File: src/rtl/thermo_filter.sv
// Samples the MAX6675 word periodically, accepts it once stable, and
// keeps a moving average with a hysteretic over-temperature alarm.
module thermo_filter #(
  parameter int SAMPLE_DIV    = 5000000,
  parameter int AVG_LOG2      = 3,
  parameter int STABLE_CYCLES = 4,
  parameter int TIMEOUT       = 64,
  parameter int ALARM_HI      = 400,
  parameter int ALARM_HYST    = 20
) (
  input  logic        clk,
  input  logic        rst,
  input  logic [15:0] temperature,
  output logic [15:0] temp_avg,
  output logic        temp_valid,
  output logic        alarm,
  output logic        sample_drop
);

  localparam int N  = 1 << AVG_LOG2;
  localparam int SW = 12 + AVG_LOG2;
  localparam int TW = $clog2(SAMPLE_DIV);
  localparam int CW = $clog2(STABLE_CYCLES + 1);
  localparam int OW = $clog2(TIMEOUT + 1);
  localparam logic [11:0] HI = 12'(ALARM_HI);
  localparam logic [11:0] LO = 12'(ALARM_HI - ALARM_HYST);

  typedef enum logic [2:0] {
    IDLE,
    CAPTURE,
    PRIME,
    ACCUM,
    OUTPUT
  } state_t;

  state_t state, state_nxt;

  logic [11:0]         s1, s2, smp;
  logic [TW-1:0]       timer;
  logic [CW-1:0]       stab_cnt, stab_nxt;
  logic [OW-1:0]       to_cnt, to_nxt;
  logic [AVG_LOG2-1:0] wr_ptr;
  logic [SW-1:0]       sum;
  logic [11:0]         avg;
  logic [11:0]         mem [N];
  logic                primed, tick, same;
  logic                accept, timeout;
  logic                unused_hi;

  assign unused_hi = ^temperature[15:12];
  assign avg       = sum[SW-1:AVG_LOG2];

  always_ff @(posedge clk) begin
    if (rst) state <= IDLE;
    else     state <= state_nxt;
  end

  always_comb begin
    state_nxt = state;
    accept    = 1'b0;
    timeout   = 1'b0;
    tick      = (timer == '0);
    same      = (s1 == s2);
    stab_nxt  = same ? stab_cnt + 1'b1 : '0;
    to_nxt    = to_cnt + 1'b1;
    unique case (state)
      IDLE: begin
        if (tick) state_nxt = CAPTURE;
      end
      CAPTURE: begin
        // stability wins if both limits land on the same clock
        if (stab_nxt == CW'(STABLE_CYCLES)) begin
          accept    = 1'b1;
          state_nxt = primed ? ACCUM : PRIME;
        end else if (to_nxt == OW'(TIMEOUT)) begin
          timeout   = 1'b1;
          state_nxt = IDLE;
        end
      end
      PRIME: begin
        if (&wr_ptr) state_nxt = OUTPUT;
      end
      ACCUM:   state_nxt = OUTPUT;
      OUTPUT:  state_nxt = IDLE;
      default: state_nxt = IDLE;
    endcase
  end

  always_ff @(posedge clk) begin
    if (rst) begin
      s1          <= '0;
      s2          <= '0;
      timer       <= TW'(SAMPLE_DIV - 1);
      stab_cnt    <= '0;
      to_cnt      <= '0;
      smp         <= '0;
      wr_ptr      <= '0;
      primed      <= 1'b0;
      sum         <= '0;
      temp_avg    <= '0;
      temp_valid  <= 1'b0;
      alarm       <= 1'b0;
      sample_drop <= 1'b0;
    end else begin
      s1          <= temperature[11:0];
      s2          <= s1;
      timer       <= tick ? TW'(SAMPLE_DIV - 1) : timer - 1'b1;
      temp_valid  <= 1'b0;
      sample_drop <= timeout;
      if (state == IDLE) begin
        stab_cnt <= '0;
        to_cnt   <= '0;
      end
      if (state == CAPTURE) begin
        stab_cnt <= stab_nxt;
        to_cnt   <= to_nxt;
      end
      if (accept) smp <= s2;
      if (state == PRIME) begin
        wr_ptr <= wr_ptr + 1'b1;
        if (&wr_ptr) begin
          sum    <= SW'(smp) << AVG_LOG2;
          primed <= 1'b1;
        end
      end
      if (state == ACCUM) begin
        // modular full-width arithmetic; the final sum always fits
        sum    <= sum - SW'(mem[wr_ptr]) + SW'(smp);
        wr_ptr <= wr_ptr + 1'b1;
      end
      if (state == OUTPUT) begin
        temp_avg   <= {4'b0, avg};
        temp_valid <= 1'b1;
        if (avg >= HI)     alarm <= 1'b1;
        else if (avg < LO) alarm <= 1'b0;
      end
    end
  end

  always_ff @(posedge clk) begin
    if (!rst && (state == PRIME || state == ACCUM))
      mem[wr_ptr] <= smp;
  end

endmodule

File: config.mk
export PLATFORM = sky130hd
export DESIGN_NAME = thermo_filter
export DESIGN_NICKNAME = d
export VERILOG_FILES = /design/src/rtl/thermo_filter.sv
export SDC_FILE = /design/constraint.sdc
export NUM_CORES = 1
export LEC_CHECK = 0
export CORE_ASPECT_RATIO = 1.5
export CORE_MARGIN = 2
export CORE_UTILIZATION = 61
export CTS_CLUSTER_SIZE = 12
export DETAILED_ROUTE_END_ITERATION = 16
export DONT_BUFFER_PORTS = 1
export PLACE_DENSITY = 0.88
export SETUP_SLACK_MARGIN = 0.4
export SYNTH_ARGS = -nofsm -noshare
export SYNTH_HDL_FRONTEND = slang
export SYNTH_SLANG_ARGS = --single-unit
File: constraint.sdc
create_clock -name clk -period 8.6 [get_ports clk]
set_clock_uncertainty 0.05 [all_clocks]
set_input_delay 1.72 -clock clk [delete_from_list [all_inputs] [get_ports clk]]
set_output_delay 1.72 -clock clk [all_outputs]
set_load 0.03 [all_outputs]
; After elaboration in Yosys (flattened, before gate mapping)
; Memory sizes are Yosys's and may differ from the RTL's. A register that Yosys moved wholly into a read port is not among the register bits.
; Cells that the tools add are included.
; Widths: inputs -> output; s select.
[totals]
memories = 1
input_bits = 18
ramBits = 96
output_inout_bits = 19
word_cells = 76
ff_bits = 106
[classes]
add_sub_neg = 6
reduce_logical = 16
n_eq_ne = 10
muxes = 26
order_cmp = 2
bitwise = 1
[memory_table]
columns = memory, depth, word_bits, read_ports, rd_ports_with_merged_regs, write_ports, line_no
row1 = mem, 8, 12, 1, 1, 1, 45  ; logic [11:0] mem [N];
[ops]
columns = op, count
row1 = $mux 15, 3
row2 = $mux 3, 11
row3 = $logic_not 23->1, 1
row4 = $sub 23x1->23 const B, 1
row5 = $add 15x12->15, 1
row6 = $sub 15x12->15, 1
row7 = $mux 7, 2
row8 = $eq 12x12->1, 1
row9 = $ge 12x9->1 const B, 1
row10 = $lt 12x9->1 const B, 1
row11 = $pmux 3 s4, 1
row12 = $mux 1, 9
row13 = $reduce_bool 2->1, 4
row14 = $add 7x1->7 const B, 1
row15 = $eq 7x7->1 const B, 1
row16 = $add 3x1->3 const B, 2
row17 = $eq 3x2->1 const B, 2
row18 = $eq 3x3->1 const B, 2
row19 = $reduce_and 3->1, 2
row20 = $ne 2x2->1 const B, 2
row21 = $reduce_and 2->1, 2
row22 = $reduce_and 4->1, 1
row23 = $eq 3x1->1 const B, 1
row24 = $logic_not 3->1, 1
row25 = 7 further kinds, 7

; Logic depth before layout (Yosys ltp)
; Gate-level depths: netlist (run 1).
[depth]
ltp_word = 5
depth_mapped = 14
ltp_nobuf = 12

; Worst setup path before layout (run 1)
; No wires, ideal clock.
[synth_timing]
path_type = register to register
from = register (tool-made name)
to = register sum[13]
path_buffers = 2
required_ps = 8464
setup_ps = 86
slack_ps = 4643
arrival_ps = 3822
period_less_slack_ps = 3957
stages_incl_launch_ff = 14
cell_sequence = dfxtp_1 -> clkbuf_1 -> buf_2 -> mux4_2 -> mux2_2 -> fa_1 -> inv_1 -> ha_1 -> and3_1 -> and4_1 -> a221oi_1 -> a31oi_1 -> xnor2_1 -> a211oi_1
[synth_lines]
columns = item, line_no
row1 = "end signal, assigned", 122  ; sum <= SW'(smp) << AVG_LOG2;
row2 = "end signal, assigned", 128  ; sum <= sum - SW'(mem[wr_ptr]) + SW'(smp);
row3 = "end, declared", 43  ; logic [SW-1:0] sum;

==> summary.txt, run 1 <==
Floorplan
  • Die X: 103 um
  • Ports: 37
  • Core ar.: 14500 sq um
  • Rows: 54
  • Chip height: 153 um
  • Initial Util: 62.2%
  • DIE AREA: 15800 sq um

Placement
  • GPL Wtd Cong: 0.912
  • Cells after DPL: 935
  • Placed Area: 9150 sq um
  • Buffers on Ports: 0
  • Dpl hpwl: 12500 um

Global routing
  • Vias in the first global route: 5919
  • Gr usage total: 24.6%
  • Initial antenna violation count: 0
  • First-pass GRT wire length: 30100 um
  • Largest net degree at the start of global routing: 92
  • GRT overflow: 0

Logic synthesis
  • Top cell type by total area after synthesis: edfxtp_1
  • Ys flop type: dfxtp_1
  • Netlist cell types: 60
  • Sequential-to-total area share from yosys stat: 56.3%
  • Most used standard cell by instance count after synthesis: dfxtp_1
  • Ys async rst share: 0%
  • EDFF count, synth: 96
  • Synthesized instance count: 768
  • FF+latch count, synth: 205
  • Synth top area cells: edfxtp_1 (32%), dfxtp_1 (24%), mux4_2 (6.0%)
  • YS warnings: 0
  • Syn Std Cell Area: 8990 sq um
  • Post-Syn Area per Cell: 11.7 sq um
  • Synth top cells by count: dfxtp_1 (109), edfxtp_1 (96), nand2_1 (70)
  • Yosys top cell area share: 32.1%

Clock tree
  • Post-CTS Repair Setup Buffers: 0
  • Post-CTS resize count: 0
  • Clock Path Buffers: 3
  • CTS tree: built
  • CTS sink count: 205
  • CTS Buf Count: 21
  • Hold-fix buffers at CTS: 0
  • Clock latency on the worst-skew pair: 0.51 ns
  • Clock root buffer: clkbuf_16
  • Clock transition at path regs: 0.06 ns
  • H-tree depth: 1

Timing
  • Final Slew Violations: 0
  • Slew at the pin closest to its max-slew limit: 1.44 ns
  • Final setup viols: 0
  • Fmax: 0.218 GHz
  • Setup TNS: 0 ns
  • Minimum clock period: 4.59 ns
  • Fin crit share: 53.3%
  • Slew margin rel.: 3.32%
  • Final Hold Viols: 0
  • RSZ-0062 raised after global routing: no

Setup path
  • Slowest cell on the critical path: dfxtp_1
  • CP endpoint kind: flip-flop
  • CP most frequent cell: a211oi_1
  • Critical Path RT: 8.96 ns
  • Worst Path Buf+Inv: 1
  • Max stage delay on crit path: 1.10 ns
  • Crit Path Category: reg -> reg
  • Worst-path maximum fanout: 24
  • CP delay by family, top: compound AO/OA/AOI/OAI gates
  • Crit-path cells: mux4_2, mux2_2, fa_1, inv_1, ha_1, a211oi_1, o21ai_0, a221oi_1, a31oi_1, xnor2_1, a211oi_1
  • CP Launch Type: flip-flop
  • Flop-to-flop setup slack: 4.01 ns
  • Arr. time, crit path: 4.94 ns

Pwr
  • Seq pwr share: 55.2%
  • P per Cell Area: 190 nW/um^2
  • Clk pwr share: 43.8%
  • Part of the power in combinational logic: 1.0%
  • Peak supply drop: 208 uV
  • Switching Share: 19.7%
  • Sw Pwr: 366 uW
  • Lkg Pwr: 0.00338 uW
  • Int Power: 1490 uW

Route
  • ANT nets after route: 0
  • WL per Instance: 19.3 um
  • DRC errors left: 0
  • Vias/cell: 5.97
  • Iteration-0 DRC Markers: 477
  • Final WL: 18700 um
  • Drt pass-1 iters: 5
  • Via count: 5775

Status
  • Run status: completed

Finish
  • Share of cells above drive strength 1: 9.46%
  • Diodes inserted: 0
  • P&R area growth vs syn: 8.35%
  • Fillers: 1026
  • Design area: 9740 sq um
  • Nets: 814
  • Final Non-Filler Cells: 968

Hold path
  • Min-delay worst type: reg -> reg

Flow run
  • # Max-Cap Violations: 0
## cells in the final DEF, fill, tap and decap left out, types with 14 or more instances in the layout
cell / netlist / layout
mux4_2: 24 / 24
dfxtp_1: 109 / 109
nand2_1: 70 / 70
a21oi_1: 41 / 41
nor2_1: 67 / 67
nand3_1: 15 / 15
ha_1: 22 / 22
inv_1: 56 / 56
xor2_1: 14 / 14
o21ai_0: 16 / 16
edfxtp_1: 96 / 96
clkbuf_16: 0 / 21
mux2i_1: 15 / 15
xnor2_1: 28 / 28
nor2b_1: 26 / 26
## sequential cells by signal (all words and copies together), names as in the netlist, named ones only
| signal | count |
|---|---|
| timer | 23 |
| sample_drop | 1 |
| state | 3 |
| s1 | 12 |
| primed | 1 |
| temp_valid | 1 |
| smp | 12 |
| sum | 15 |
| mem | 96 |
| s2 | 12 |
| alarm | 1 |
| to_cnt | 7 |
| temp_avg | 12 |
| stab_cnt | 3 |
| wr_ptr | 3 |
## area by class of cell
type                            count  area [sq um]  area share (%)
Sequential cell                   205          5060            52.0
Timing Repair Buffer                5          37.5           0.385
Inverter                           56           210            2.16
Clock inverter                      2          20.0           0.205
Tap cell                          196           245            2.52
Clock buffer                       31           573            5.88
Multi-Input combinational cell    473          3590            36.9
## logic make-up (layout without fill, tap and decap cells)
group,after synthesis,count (layout),share of synthesized area (%)
flip-flops,205,205,56.3
adder cells (fa/ha/maj),34,34,5.73
AO/OA/AOI/OAI,103,103,7.14
multiplexers,51,51,9.18
XOR/XNOR,42,42,4.09
AND/OR/NAND/NOR,239,239,13.3
buffers and inverters,93,94,4.19
other,1,4,0.0417
## per-stage QoR
step / utilization (%) / hold slack, ns / worst slack [ns] / total power (uW)
detailed placement: 63.3 / 0.360 / 4.17 / 1060
global route: 67.4 / 0.403 / 3.83 / 1890
CTS: 67.4 / 0.373 / 4.04 / 1860
global placement: 63.3 / 0.347 / 4.22 / 1060
finish: 67.4 / 0.369 / 4.01 / 1850
floorplan: - / 0.334 / 4.64 / 1070
## worst paths after layout
check,from,endpoint,cells after the start
worst max register to register,flip-flop,sum[13],11
worst max-delay path,flip-flop,sum[13],11
worst min register to register,timer[0],timer[0],1
worst min-delay path,timer[0],timer[0],1
## power by group through the flow
stage	Combinational (uW)	Sequential [uW]	Clock [uW]
finish	18.5	1020	811
global route	20.3	1020	850
CTS	18.6	1020	818
detailed placement	18.2	1040	0
global placement	17.3	1040	0
floorplan	22.7	1040	0
## metal layers
layer  routed length, um  share of wire (%)  track usage (%)  vias up
met3                 981                5.3             3.26       49
met1                6940                 37             28.9     2830
met5                   0                  0                0        -
met2               10000                 54             44.7      206
li1                    -                  -                -     2690
met4                 704                3.8             9.34        0
## worst reg2reg max path: stages (launching register included)
cell and delay, ns:
dfxtp_1 1.10, mux4_2 0.46, mux2_2 0.32, fa_1 0.49
inv_1 0.05, ha_1 0.37, a211oi_1 0.34, o21ai_0 0.16
a221oi_1 0.55, a31oi_1 0.21, xnor2_1 0.17, a211oi_1 0.24
Note: power is estimated with default switching activity, not from simulation.
==> run 2: changes to the inputs <==
- CORE_UTILIZATION: 61 -> 57
- PLACE_DENSITY: 0.88 -> 0.86
- clock period: 8.6 -> 3.93 ns (I/O delays scaled with it)
==> run 2 against run 1 <==
  * Utilization fell by 1.2 points
  * First-iteration DRC count fell by 7.5%
  * Clock power rose by 120%
  * Largest power group unchanged
  * Non-clock buffer count rose by 32
  * Maximum frequency rose by 23%
  * Setup slack got worse by 3.8 ns
  * Sequential power rose by 120%
  * Largest cell class unchanged
  * Register-to-register slack got worse by 3.8 ns
  * Wire length rose by 11%
==> summary.txt, run 2 (synthesis results as in run 1) <==
Status
  • Run status: completed

Finish
  • Share of cells above drive strength 1: 17.5% (+8.1 points)
  • Largest Register: mem
  • Fillers: 1073 (+4.6%)
  • Most common cell after layout, fill and taps aside: dfxtp_1
  • Max FFs per register: 96 (unchanged)
  • Most frequent cells in the layout: dfxtp_1 (108), edfxtp_1 (96), nand2_1 (69), nor2_1 (67), inv_1 (52)
  • Final Non-Filler Cells: 1008 (+4.1%)
  • Nets: 846 (+3.9%)
  • P&R area growth vs syn: 14.4%
  • Largest regs: mem (96), timer (23), sum (15)
  • Diodes inserted: 0 (unchanged)

Pwr
  • P per Cell Area: 392 nW/um^2 (+110%)
  • Lkg Pwr: 0.00359 uW (+6.4%)
  • Switching Share: 19.9% (+0.17 points)
  • Sw Pwr: 803 uW (+120%)
  • Part of the power in combinational logic: 1.0% (about the same)
  • Clk pwr share: 43.5% (-0.3 points)
  • Seq pwr share: 55.5% (+0.3 points)
  • Peak supply drop: 398 uV (+91%)
  • Int Power: 3230 uW (+120%)

Route
  • ANT nets after route: 0 (unchanged)
  • Via count: 6084 (+5.4%)
  • Final WL: 20800 um (+11%)
  • DRC errors left: 0 (unchanged)
  • Drt pass-1 iters: 6 (+1)
  • Iteration-0 DRC Markers: 441 (-7.5%)
  • Vias/cell: 6.04 (+1.2%)
  • WL per Instance: 20.6 um (+7.0%)

Floorplan
  • Core ar.: 15600 sq um (+7.6%)
  • Die X: 107 um (+3.3%)
  • DIE AREA: 16800 sq um (+6.8%)
  • Ports: 37 (unchanged)
  • Rows: 56 (+3.7%)
  • Chip height: 158 um (+3.4%)
  • Initial Util: 57.8% (-4.4 points)

Setup path
  • CP Launch Type: flip-flop
  • Flop-to-flop setup slack: 0.21 ns (-3.81 ns)
  • CP endpoint kind: flip-flop
  • Arr. time, crit path: 4.04 ns (-0.90 ns)
  • Worst-path maximum fanout: 6 (-75%)
  • Crit Path Category: reg -> reg
  • Critical Path RT: 4.25 ns (-4.71 ns)
  • Max stage delay on crit path: 0.56 ns (-0.54 ns)
  • Slowest cell on the critical path: fa_1
  • FF-to-FF path depth: 13 (+2)
  • Crit-path cells: buf_12, buf_16, mux4_2, mux2_4, fa_1, inv_2, ha_4, and3_4, and4_4, a221oi_4, xnor2_1, a222oi_1, nor2_1

Timing
  • Final Hold Viols: 0 (unchanged)
  • Setup TNS: 0 ns (unchanged)
  • Final Slew Violations: 0 (unchanged)
  • Slew at the pin closest to its max-slew limit: 1.23 ns (-0.216 ns)
  • RSZ-0062 raised after global routing: yes
  • Fmax: 0.269 GHz (+23%)
  • Final setup margin: 0.207 ns (-3.81 ns)
  • Minimum clock period: 3.72 ns (-0.863 ns)
  • Fin crit share: 94.7% (+41 points)
  • Final setup viols: 0 (unchanged)
  • Slew margin rel.: 17.7% (+14 points)

Global routing
  • Vias in the first global route: 6214 (+5.0%)
  • GRT overflow: 0 (unchanged)
  • First-pass GRT wire length: 32000 um (+6.4%)
  • Largest net degree at the start of global routing: 92 (unchanged)
  • Initial antenna violation count: 0 (unchanged)
  • Gr usage total: 24.5% (-0.11 points)

Clock tree
  • H-tree depth: 1 (unchanged)
  • CTS Buf Count: 21 (unchanged)
  • CTS sink count: 205 (unchanged)
  • Clock latency on the worst-skew pair: 0.50 ns (about the same)
  • Clock transition at path regs: 0.06 ns (about the same)
  • Clock root buffer: clkbuf_16
  • CTS tree: built
  • Clock Path Buffers: 3 (unchanged)

Placement
  • GPL Wtd Cong: 0.880 (-3.5%)
  • Worst slack, placed: 0.112 ns (-4.05 ns)
  • Dpl hpwl: 12800 um (+2.4%)
  • Cells after DPL: 957 (+2.4%)
  • Buffers on Ports: 0 (unchanged)

Hold path
  • Hold depth: 1 (unchanged)
  • Min-delay worst type: in -> reg

Flow run
  • # Max-Cap Violations: 0 (unchanged)
-- run 2: metal layers --
layer | share of wire [%] | wire length (um) | global-route usage, % | vias to the layer above
met2 | 53 | 11000 | 45.9 | 258
met4 | 5.5 | 1150 | 11.7 | 0
li1 | - | - | - | 2754
met1 | 35 | 7300 | 26.7 | 2991
met3 | 6.5 | 1360 | 3.95 | 81
met5 | 0 | 0 | 0 | -
-- run 2: per-stage QoR --
stage / total power (uW) / instance area, sq um / util, % / hold slack, ns
global placement: 2320 / 9350 / 60.1 / 0.349
floorplan: 2330 / 9090 / - / 0.334
detailed placement: 2320 / 9350 / 60.1 / 0.360
CTS: 4030 / 10100 / 65.2 / 0.304
finish: 4030 / 10300 / 66.2 / 0.313
global route: 4130 / 10300 / 66.2 / 0.305
-- run 2: power groups by stage --
stage / clock, uW / combinational (uW) / sequential, uW
global route: 1850 / 44.0 / 2240
finish: 1760 / 39.4 / 2240
detailed placement: 0 / 39.3 / 2290
floorplan: 0 / 49.6 / 2280
global placement: 0 / 38.5 / 2280
CTS: 1750 / 39.8 / 2240
-- run 2: final timing paths --
| path | startpoint | to |
|---|---|---|
| hold / removal | rst | s1[4] |
| setup / recovery | flip-flop | sum[9] |
| setup reg to reg | flip-flop | sum[9] |
| hold reg to reg | timer[0] | timer[0] |
-- run 2: layout make-up --
cell class / count / area (sq um) / share of cell area (%)
sequential: 205 / 5070 / 49.3
multi-input combinational: 473 / 3830 / 37.2
clock buffer: 31 / 563 / 5.47
timing repair buffer: 37 / 352 / 3.42
tap: 203 / 254 / 2.47
inverter: 56 / 210 / 2.04
clock inverter: 3 / 13.8 / 0.134
-- run 2: critical path: cells and delay by family, from the launching register on --
kind,cells,cell delay [ns]
AO/OA/AOI/OAI,2,0.69
buffers and inverters,3,0.29
flip-flops,1,0.39
multiplexers,2,0.80
AND/OR/NAND/NOR,3,0.38
adder cells (fa/ha/maj),2,0.82
XOR/XNOR,1,0.16
-- run 2: timing repair --
action | CTS | global route
endpoints found under the setup margin | 10 | 9
pin swaps | 17 | 19
hold buffers | 0 | 0
cloned | 1 | 0
setup buffers | 7 | 9
resized for setup | 26 | 23
==> run 3: changes to the inputs <==
- RECOVER_POWER: default -> 25
- clock period: 3.93 -> 3 ns (I/O delays scaled with it)
==> run 3 against run 2 <==
  * The flow now finishes with violations (negative setup slack)
  * Register-to-register slack lost 0.89 ns
  * Wire length grew 17%
  * Non-clock buffer count grew 38
  * Sequential power grew 31%
  * Worst hold slack lost 0.20 ns
  * Utilization grew 3.5 points
  * Clock power grew 37%
  * Via count grew 7.6%
  * Largest cell class unchanged
==> summary.txt, run 3 (synthesis results as in run 1) <==
Clock tree
  • CTS sink count: 205 (unchanged)
  • CTS tree: built
  • Clock Path Buffers: 3 (unchanged)
  • Hold-fix buffers at CTS: 0 (unchanged)
  • Clock latency on the worst-skew pair: 0.50 ns (about the same)
  • CTS Buf Count: 21 (unchanged)
  • Clock root buffer: clkbuf_16
  • H-tree depth: 1 (unchanged)
  • Clock transition at path regs: 0.06 ns (about the same)

Global routing
  • Gr usage total: 28.4% (+3.9 points)
  • Initial antenna violation count: 0 (unchanged)
  • First-pass GRT wire length: 36300 um (+13%)
  • GRT overflow: 0 (unchanged)
  • Vias in the first global route: 6715 (+8.1%)
  • Largest net degree at the start of global routing: 92 (unchanged)

Floorplan
  • Initial Util: 57.8% (unchanged)
  • Chip height: 158 um (unchanged)
  • Ports: 37 (unchanged)
  • Die X: 107 um (unchanged)
  • DIE AREA: 16800 sq um (unchanged)
  • Core ar.: 15600 sq um (unchanged)
  • Rows: 56 (unchanged)

Finish
  • Most common cell after layout, fill and taps aside: dfxtp_1
  • Largest Register: mem
  • P&R area growth vs syn: 20.4%
  • Max FFs per register: 96 (unchanged)
  • Diodes inserted: 0 (unchanged)
  • Largest regs: mem (96), timer (23), sum (15)
  • Most frequent cells in the layout: dfxtp_1 (108), edfxtp_1 (96), nand2_1 (68), nor2_1 (66), buf_4 (58)
  • Share of cells above drive strength 1: 22.6% (+5.1 points)
  • Nets: 884 (+4.5%)
  • Post-route core utilization: 69.6% (+3.5 points)
  • Fillers: 956 (-11%)

Timing
  • Fin crit share: 123% (+28 points)
  • RSZ-0062 raised after global routing: yes
  • Hold WS: 0.113 ns (-0.200 ns)
  • Minimum clock period: 3.68 ns (-0.0413 ns)
  • Final Slew Violations: 0 (unchanged)
  • Fmax: 0.272 GHz (+1.1%)
  • Slew margin rel.: 48.3% (+31 points)
  • Final setup margin: -0.681 ns (-0.889 ns)
  • Final Hold Viols: 0 (unchanged)
  • Slew at the pin closest to its max-slew limit: 0.773 ns (-0.456 ns)
  • Setup TNS: -6.69 ns (-6.69 ns)
  • Final setup viols: 13 (+13)

Route
  • DRC errors left: 0 (unchanged)
  • Drt pass-1 iters: 6 (unchanged)
  • Iteration-0 DRC Markers: 815 (+85%)
  • Via count: 6549 (+7.6%)
  • WL per Instance: 23.3 um (+13%)
  • Vias/cell: 6.24 (+3.4%)
  • ANT nets after route: 0 (unchanged)
  • Final WL: 24400 um (+17%)

Pwr
  • Peak supply drop: 510 uV (+28%)
  • P per Cell Area: 499 nW/um^2 (+27%)
  • Seq pwr share: 54.4% (-1.1 points)
  • Part of the power in combinational logic: 1.0% (about the same)
  • Clk pwr share: 44.7% (+1.2 points)
  • Lkg Pwr: 0.00383 uW (+6.5%)
  • Overall Power: 5400 uW (+34%)
  • Int Power: 4310 uW (+33%)
  • Sw Pwr: 1090 uW (+36%)
  • Switching Share: 20.2% (+0.26 points)

Placement
  • Buffers on Ports: 0 (unchanged)
  • Dpl hpwl: 13900 um (+8.5%)
  • Worst slack, placed: -0.619 ns (-0.731 ns)
  • GPL Wtd Cong: 0.852 (-3.1%)

Setup path
  • Worst-path maximum fanout: 5 (-1)
  • CP Launch Type: flip-flop
  • CP endpoint kind: flip-flop
  • Crit Path Category: reg -> reg
  • Arr. time, crit path: 4.04 ns (about the same)
  • Critical Path RT: 3.36 ns (-0.89 ns)

Hold path
  • Min-delay worst type: in -> reg

Status
  • Failing checks: negative setup slack
  • Run status: complete, but fails checks

Flow run
  • # Max-Cap Violations: 0 (unchanged)
run 3: power groups by stage:
stage / clock network (uW) / registers [uW] / logic, uW
after floorplan: 0 / 2990 / 65.2
after global placement: 0 / 2990 / 49.7
after detailed placement: 0 / 3000 / 52.6
after CTS: 2410 / 2930 / 53.4
after global routing: 2520 / 2930 / 58.8
final: 2410 / 2930 / 53.3
run 3: cell type report:
class                   instances  area [sq um]  share of cell area, %
flip-flops and latches        205          5070                   46.8
clock inverters                 2          15.0                  0.139
repair buffers                 75           643                   5.94
well taps                     203           254                   2.35
inverters                      56           210                   1.94
clock buffers                  35           602                   5.56
multi-input cells             473          4030                   37.3
run 3: final timing paths:
kind,cells past startpoint,slack [ns],from,end
min reg2reg,1,0.36,timer[0],timer[0]
max reg2reg,16,-0.68,flip-flop,sum[13]
min,1,0.11,rst,to_cnt[3]
max,16,-0.68,flip-flop,sum[13]
run 3: critical path, stage by stage (launching register included):
cell	delay, ns
dfxtp_4	0.40
buf_12	0.12
buf_16	0.12
buf_4	0.10
buf_4	0.10
buf_6	0.12
mux4_2	0.51
mux2_4	0.29
fa_1	0.49
inv_1	0.07
ha_4	0.27
a21oi_2	0.24
a21oi_1	0.10
nor2_1	0.12
a31oi_1	0.07
xnor2_1	0.16
a211oi_1	0.25
run 3: timing repair:
item	in CTS	in global routing
endpoints found under the setup margin	14	14
pin swaps	27	27
endpoints found under the hold margin	0	0
cloned	1	0
gates resized for setup	40	27
buffers inserted	9	3
run 3: metal layers:
metal,routed length [um],part of all wire (%),GRT usage (%)
met5,0,0,0
met4,1880,7.7,16.5
met3,1720,7.1,3.46
met2,12700,52,52.4
met1,8050,33,31.1
run 3: per-stage QoR:
step / instance area (sq um) / std cells
after floorplan: 9180 / 771
after global placement: 9740 / 999
after detailed placement: 9740 / 999
after CTS: 10700 / 1046
after global routing: 10800 / 1049
final: 10800 / 1049
